### src/rtl/fp_add_arb.sv
// fp_add_arb: round-robin scheduler sharing one pipelined FP adder among
// NUM_REQ requesters. Each issued operand pair is tagged with its requester
// index in a shadow pipeline of LATENCY stages, so every returned sum can be
// steered back to the requester that issued it.
//
// Ports
//   clk, rst_n        : rising-edge clock, asynchronous active-low reset
//   en                : grant enable; in-flight operations complete regardless
//   req_vld/req_rdy   : per-requester handshake (req_rdy is the grant)
//   req_a, req_b      : packed operand pairs, requester i at [32i+31:32i]
//   add_in_vld/a/b    : registered issue to the adder
//   add_sum_vld/sum   : result from the adder, LATENCY cycles after issue
//   res_vld, res_sum  : one-hot result strobe and shared result data
//   busy              : issue register or any tag stage holds an operation
//   seq_err           : sticky; adder result and tag pipeline disagreed
//
// Handshake: a pair is transferred on a rising edge where req_vld[i] and
// req_rdy[i] are both high. req_rdy is combinational from req_vld, ptr and en
// only, is at most one-hot, and the requester may hold req_vld high to
// present a fresh pair every cycle. Results have no backpressure.
module fp_add_arb #(
   parameter int NUM_REQ = 4,
   parameter int LATENCY = 8,
   parameter int IDW     = $clog2(NUM_REQ)
) (
   input  logic                   clk,
   input  logic                   rst_n,
   input  logic                   en,
   input  logic [NUM_REQ-1:0]     req_vld,
   output logic [NUM_REQ-1:0]     req_rdy,
   input  logic [NUM_REQ*32-1:0]  req_a,
   input  logic [NUM_REQ*32-1:0]  req_b,
   output logic                   add_in_vld,
   output logic [31:0]            add_a,
   output logic [31:0]            add_b,
   input  logic                   add_sum_vld,
   input  logic [31:0]            add_sum,
   output logic [NUM_REQ-1:0]     res_vld,
   output logic [31:0]            res_sum,
   output logic                   busy,
   output logic                   seq_err
);

   localparam logic [IDW:0]   NR_W    = (IDW+1)'(NUM_REQ);
   localparam logic [IDW-1:0] NR_LAST = IDW'(NUM_REQ-1);

   logic [IDW-1:0]     ptr;
   logic [2*NUM_REQ-1:0] vld2;
   logic [NUM_REQ-1:0] rot;
   logic               gnt_any;
   logic [IDW-1:0]     gnt_off;
   logic [IDW:0]       gnt_sum;
   logic [IDW-1:0]     gnt_id;
   logic [31:0]        sel_a;
   logic [31:0]        sel_b;
   logic [IDW-1:0]     iss_id;
   logic [LATENCY-1:0] tag_vld;
   logic [IDW-1:0]     tag_id [LATENCY];
   logic               tail_vld;
   logic [IDW-1:0]     tail_id;

   // Rotate the request vector so bit k is requester (ptr+k) mod NUM_REQ;
   // the lowest set bit is then the round-robin winner.
   assign vld2 = {req_vld, req_vld} >> ptr;
   assign rot  = vld2[NUM_REQ-1:0];

   always_comb begin
      gnt_any = 1'b0;
      gnt_off = '0;
      // Scan downward so the lowest offset is the one left standing.
      for (int k = NUM_REQ-1; k >= 0; k--) begin
         if (en && rot[k]) begin
            gnt_any = 1'b1;
            gnt_off = IDW'(k);
         end
      end
      gnt_sum = {1'b0, ptr} + {1'b0, gnt_off};
      if (gnt_sum >= NR_W) begin
         gnt_sum = gnt_sum - NR_W;
      end
      gnt_id = gnt_sum[IDW-1:0];
   end

   always_comb begin
      req_rdy = '0;
      sel_a   = '0;
      sel_b   = '0;
      for (int i = 0; i < NUM_REQ; i++) begin
         if (gnt_id == IDW'(i)) begin
            req_rdy[i] = gnt_any;
            sel_a      = req_a[i*32 +: 32];
            sel_b      = req_b[i*32 +: 32];
         end
      end
   end

   // Issue register; operands hold their last value when nothing is issued.
   always_ff @(posedge clk or negedge rst_n) begin
      if (!rst_n) begin
         ptr        <= '0;
         add_in_vld <= 1'b0;
         add_a      <= '0;
         add_b      <= '0;
         iss_id     <= '0;
      end else begin
         add_in_vld <= gnt_any;
         if (gnt_any) begin
            ptr    <= (gnt_id == NR_LAST) ? '0 : gnt_id + IDW'(1);
            add_a  <= sel_a;
            add_b  <= sel_b;
            iss_id <= gnt_id;
         end
      end
   end

   // Tag pipeline: stage 0 captures on the same edge the adder samples its
   // operands, so the tail stage lines up with add_sum_vld.
   always_ff @(posedge clk or negedge rst_n) begin
      if (!rst_n) begin
         tag_vld <= '0;
         for (int s = 0; s < LATENCY; s++) begin
            tag_id[s] <= '0;
         end
      end else begin
         tag_vld[0] <= add_in_vld;
         tag_id[0]  <= iss_id;
         for (int s = 1; s < LATENCY; s++) begin
            tag_vld[s] <= tag_vld[s-1];
            tag_id[s]  <= tag_id[s-1];
         end
      end
   end

   assign tail_vld = tag_vld[LATENCY-1];
   assign tail_id  = tag_id[LATENCY-1];

   // Return stage: deliver only when tag and adder agree; any disagreement
   // is a sequencing fault that latches until reset.
   always_ff @(posedge clk or negedge rst_n) begin
      if (!rst_n) begin
         res_vld <= '0;
         res_sum <= '0;
         seq_err <= 1'b0;
      end else begin
         for (int i = 0; i < NUM_REQ; i++) begin
            res_vld[i] <= tail_vld && add_sum_vld && (tail_id == IDW'(i));
         end
         if (tail_vld && add_sum_vld) begin
            res_sum <= add_sum;
         end
         if (tail_vld != add_sum_vld) begin
            seq_err <= 1'b1;
         end
      end
   end

   assign busy = add_in_vld | (|tag_vld);

endmodule

### config.mk
export PLATFORM = sky130hd
export DESIGN_NAME = fp_add_arb
export DESIGN_NICKNAME = d
export VERILOG_FILES = /design/src/rtl/fp_add_arb.sv
export SDC_FILE = /design/constraint.sdc
export NUM_CORES = 1
export LEC_CHECK = 0
export ABC_AREA = 1
export CORE_MARGIN = 8
export CORE_UTILIZATION = 25
export DETAILED_ROUTE_END_ITERATION = 16
export HOLD_SLACK_MARGIN = 0.08
export SLEW_MARGIN = 20
export SYNTH_ARGS = -nofsm -noshare
export SYNTH_HDL_FRONTEND = slang
export SYNTH_SLANG_ARGS = --single-unit
export TNS_END_PERCENT = 5
### constraint.sdc
create_clock -name clk -period 5.5 [get_ports clk]
set_input_delay 1.1 -clock clk [delete_from_list [all_inputs] [get_ports clk]]
set_output_delay 1.1 -clock clk [all_outputs]
set_load 0.1 [all_outputs]
* Word level (Yosys, flattened, before mapping) *
Index checks and enable logic that the tools add are counted.
W data, S select, Z words.

operators by class
  add/subtract/negate cells = 3
  order comparisons = 1
  eq/ne operators = 7
  shift-type cells = 1
  muxes and demuxes = 22
  bitwise operators = 1
  reduce and logical (&&, ||, !) cells = 12

operator list
  cell                   number
  $mux W32               8
  $mux W2                6
  $logic_and A1 B1 Y1    9
  $eq A2 B2 Y1 const B   4
  $mux W1                8
  $reduce_or A8 Y1       1
  $shr A8 B2 Y4          1
  $eq A2 B1 Y1 const B   2
  $logic_not A2 Y1       2
  $add A2 B2 Y3          1
  $ge A3 B3 Y1 const B   1
  $add A2 B1 Y2 const B  1
  $sub A2 B1 Y2 const B  1
  $ne A1 B1 Y1           1
  $or A1 B1 Y1           1

word-level totals
  register bits after elaboration = 130
  input bits = 296
  output and inout bits = 107

* Depth between registers and ports, before layout *
  depth in word-level cells = 14
  depth in mapped cells = 22
  gate-level depth less buffers = 21

* Worst setup path after synthesis *
Ideal clock, no wire load.

  path kind = input-to-output
  start = input req_vld[3]
  end = output req_rdy[1]
  arrival = 4178 ps
  path slack = 222 ps
  stages on the path = 16
  path buffers = 2
  path through = nand2_1 > nand3_1 > nand3_1 > nand4_1 > a21boi_0 > ha_1 > xor2_1 > inv_1 > nand3_1 > nand2_1 > inv_1 > ha_1 > buf_2 > buf_1 > inv_1 > nor2_1

between the ends
  cells in the longest elaborated chain, start to end = 11
  elaborated cells on any way between the ends = 19
  classes of those cells = 2 x add/sub; 1 x order compare; 1 x eq/ne; 1 x shift; 10 x mux; 4 x reduce/logical

RTL lines
  item                                           RTL line  text
  start: declaration                             29        input logic [NUM_REQ-1:0] req_vld,
  $shr A8 B2 Y4 *                                64        assign vld2 = {req_vld, req_vld} >> ptr;
  $logic_and A1 B1 Y1                            72        if (en && rot[k]) begin
  $mux W2 (3 in a row)                           72
  $mux W2 *                                      72
  $add A2 B2 Y3 *                                77        gnt_sum = {1'b0, ptr} + {1'b0, gnt_off};
  $ge A3 B3 Y1 or $sub A2 B1 Y2 (tied branches)  78, 79
  $mux W2 *                                      78        if (gnt_sum >= NR_W) begin
  named net gnt_sum[1]                           52        logic [IDW:0] gnt_sum;
  $eq A2 B1 Y1 *                                 89        if (gnt_id == IDW'(i)) begin
  $mux W1 *                                      89
  end: declaration                               30        output logic [NUM_REQ-1:0] req_rdy,

Mark *: on every way through the listed nets, which the timed path passes. The rest lies on a longest branch.

* Final worst setup path *
  start = input req_vld[3]
  end = output req_rdy[0]

between the ends
  cells in the longest elaborated chain, start to end = 11
  elaborated cells on any way between the ends = 19
  classes of those cells = 2 x add/sub; 1 x order compare; 1 x shift; 10 x mux; 5 x reduce/logical

RTL lines
  item                                           RTL line
  $shr A8 B2 Y4 *                                64
  $logic_and A1 B1 Y1                            72
  $mux W2 (3 in a row)                           72
  $mux W2 *                                      72
  $add A2 B2 Y3 *                                77
  $ge A3 B3 Y1 or $sub A2 B1 Y2 (tied branches)  78, 79
  $mux W2 *                                      78
  named net gnt_sum[1]                           52
  $logic_not A2 Y1 *                             89
  $mux W1 *                                      89

Marks and branches as above.

==> flow_metrics.tcl <==
set metrics [dict create \
    outcome "finished clean" \
    arrival_ns 3.44 \
    avgViaCountPerCell 4.42 \
    finalSetupTns_ns 0 \
    rsz0062_at_grt "false" \
    worst_setup_path_start_kind "input port" \
    dp_hpwl_um 21100 \
    crit_fanout 4 \
    postCtsSetupBuffers 0 \
    critical_path.top_delay_family "buffers and inverters" \
    cts.htree.levels 4 \
    finalSetupViolations 0 \
    reg2regPathDepth 22 \
    yosysUniqueCellTypes 26 \
    antenna_found_initial 0 \
    drtAntennaViolNets 0 \
    drtIter0Drc 306 \
    vias 7214 \
    synth_seq_cells 130 \
    path_buf_inv 5 \
    netlist_area_um2 6940 \
    syn_nets 1175 \
    final.min_clock_period_ns 4.54 \
    hold_viol 0 \
    slowest_delay_ns 0.41 \
    ys_warn_count 0 \
    synth_xor_area_share_pct 0.126 \
    holdPathStages 0 \
    synthCells 873 \
    path_class "input port to output port" \
    grt_pass1_vias 7489 \
    diodes 0 \
    synth_seq_area_share_pct 46.9 \
    r2r_end "add_a[30]" \
    holdBufCountCts 0 \
    worst_setup_path_end_kind "output port" \
    synthToLayoutAreaGrowth_pct 70.4 \
    synth-simple-area-share_pct 25.7 \
    slew_headroom_pct 30.0 \
    routed_wl_um 28900 \
    hold_start "tag_id[2]" \
    fin_crit_sh_pct 82.5 \
    worst_pin_slew_ns 1.04 \
    drive_above_1_share_pct 9.64 \
    fin_skew_ns 0.0141 \
    overflow 0 \
    hold_class "flip-flop to flip-flop" \
    clk_latency_ns 0.42 \
    synth.avg_cell_area_um2 7.95 \
    dr_wl_met2_um 13900 \
    die_h_um 183 \
    io_pins 403 \
    io_buffers 402 \
    wl_met1_um 12100 \
    required_ns 4.40 \
    fp-row-count 61 \
    drc 0 \
    place_congestion 0.839 \
    cts_tree "done" \
    max_cap_viol_count 0 \
    ctsResizeCount 0 \
    nNetsFinal 1544 \
    synth_top_family_by_area "simple AND/OR/NAND/NOR gates" \
    muxShareOfSynthArea_pct 0 \
    rrSetupSlack_ns 1.74 \
    cp_cell_sequence "clkdlybuf4s50_1 > nand2_1 > nand3_1 > nand3_1 > nand4_1 > a21boi_0 > ha_1 > xor2_1 > inv_1 > nand3_1 > nand2_1 > inv_1 > ha_1 > inv_1 > nor2_1 > buf_4" \
    dieArea_um2 33300 \
    grt_usage_pct 16.9 \
    yosys.area_share.adder_pct 1.08 \
    grt_pass1_wl_um 44100 \
    hold_end "tail_id[0]" \
    avgRoutedWirePerCell_um 17.7 \
    ctsLongestPathBuffers 2 \
    synth-compound-area-share_pct 21.1 \
    wl_met3_um 2480 \
    cts_buffers 17 \
    die_w_um 183 \
    cts_root_buffer "clkbuf_16" \
    r2r-start "ptr[0]" \
    highest_layer "met4" \
    crit_path_top_delay_cell "clkdlybuf4s50_1" \
    grt_max_degree 130 \
    start_util_pct 25.2 \
    layout_commonest_cell "nand2_1" \
    cts.sinks 130 \
    path_clk_slew_ns 0.06 \
    timing.fmax_ghz 0.220 \
    drtPass1Iterations 4 \
    final_cell_mix "nand2_1 (433), clkdlybuf4s50_1 (397), dfrtp_1 (130)" \
    drv_slew 0 \
    core-area_um2 27600 \
]
## sequential cells by signal (all words and copies together) (netlist names)
register / flops
res_vld: 4
ptr: 2
add_b: 32
res_sum: 32
add_in_vld: 1
tag_id: 14
tag_vld: 8
add_a: 32
tail_id: 2
iss_id: 2
seq_err: 1
## cell type report
| cell class | instances | area (um2) |
|---|---|---|
| Fill cell | 2776 | 15700 |
| Timing Repair Buffer | 412 | 4130 |
| Tap cell | 378 | 473 |
| Clock inverter | 15 | 141 |
| Sequential cell | 130 | 3250 |
| Inverter | 14 | 62.6 |
| Clock buffer | 17 | 425 |
| Multi-Input combinational cell | 667 | 3340 |
## stage by stage
step	hold WS, ns	utilization (%)	area, um2	std cells	setup WS, ns
floorplan	0.331	-	6940	873	0.222
global placement	0.338	40.9	11300	1601	0.865
detailed placement	0.335	40.9	11300	1601	0.819
CTS	0.349	42.9	11800	1633	0.941
global route	0.352	42.9	11800	1633	0.690
finish	0.347	42.9	11800	1633	0.961
## how the worst max path moves through the flow
| stage | start | to | slack, ns | cells past startpoint |
|---|---|---|---|---|
| 3_3_place_gp | req_vld[3] | add_b[1] | 0.87 | 22 |
| 3_5_place_dp | req_vld[3] | add_b[1] | 0.82 | 22 |
| 6_report | req_vld[3] | req_rdy[0] | 0.96 | 16 |
| 5_1_grt | req_vld[3] | req_rdy[0] | 0.69 | 16 |
| 2_1_floorplan | req_vld[3] | req_rdy[1] | 0.22 | 16 |
| 4_1_cts | req_vld[3] | req_rdy[0] | 0.94 | 16 |
## cell usage after synthesis (all sizes together)
master	number	area, um2
dfrtp	130	3250
ha	6	75.1
clkbuf	30	113
o21ai	67	335
a21oi	64	320
o211ai	64	801
buf	32	184
nor3	5	25.0
nor4	1	6.26
a21boi	1	7.51
nand2	434	1630
clkinv	1	3.75
inv	13	51.3
nand4	1	6.26
or2	1	6.26
nor2	7	36.3
nand3	15	75.1
xor2	1	8.76
## kinds of logic (layout without fill, tap and decap cells)
logic type,Yosys count,count (layout)
xor gates and xnor gates,1,1
and+or+nand+nor,464,464
DFF,130,130
adders and majority gates,6,6
buffers and inverters,76,458
AOI/OAI and AO/OA,196,196
## routing by layer
metal	GRT usage (%)	vias to the layer above
li1	-	3610
met1	20.6	3320
met2	28.5	264
met3	5.73	20
met4	3.64	0
met5	0	-
Power is left out: the tool's default activity adds up to more than one toggle a clock period on the data nets, which glitch-free logic cannot reach.
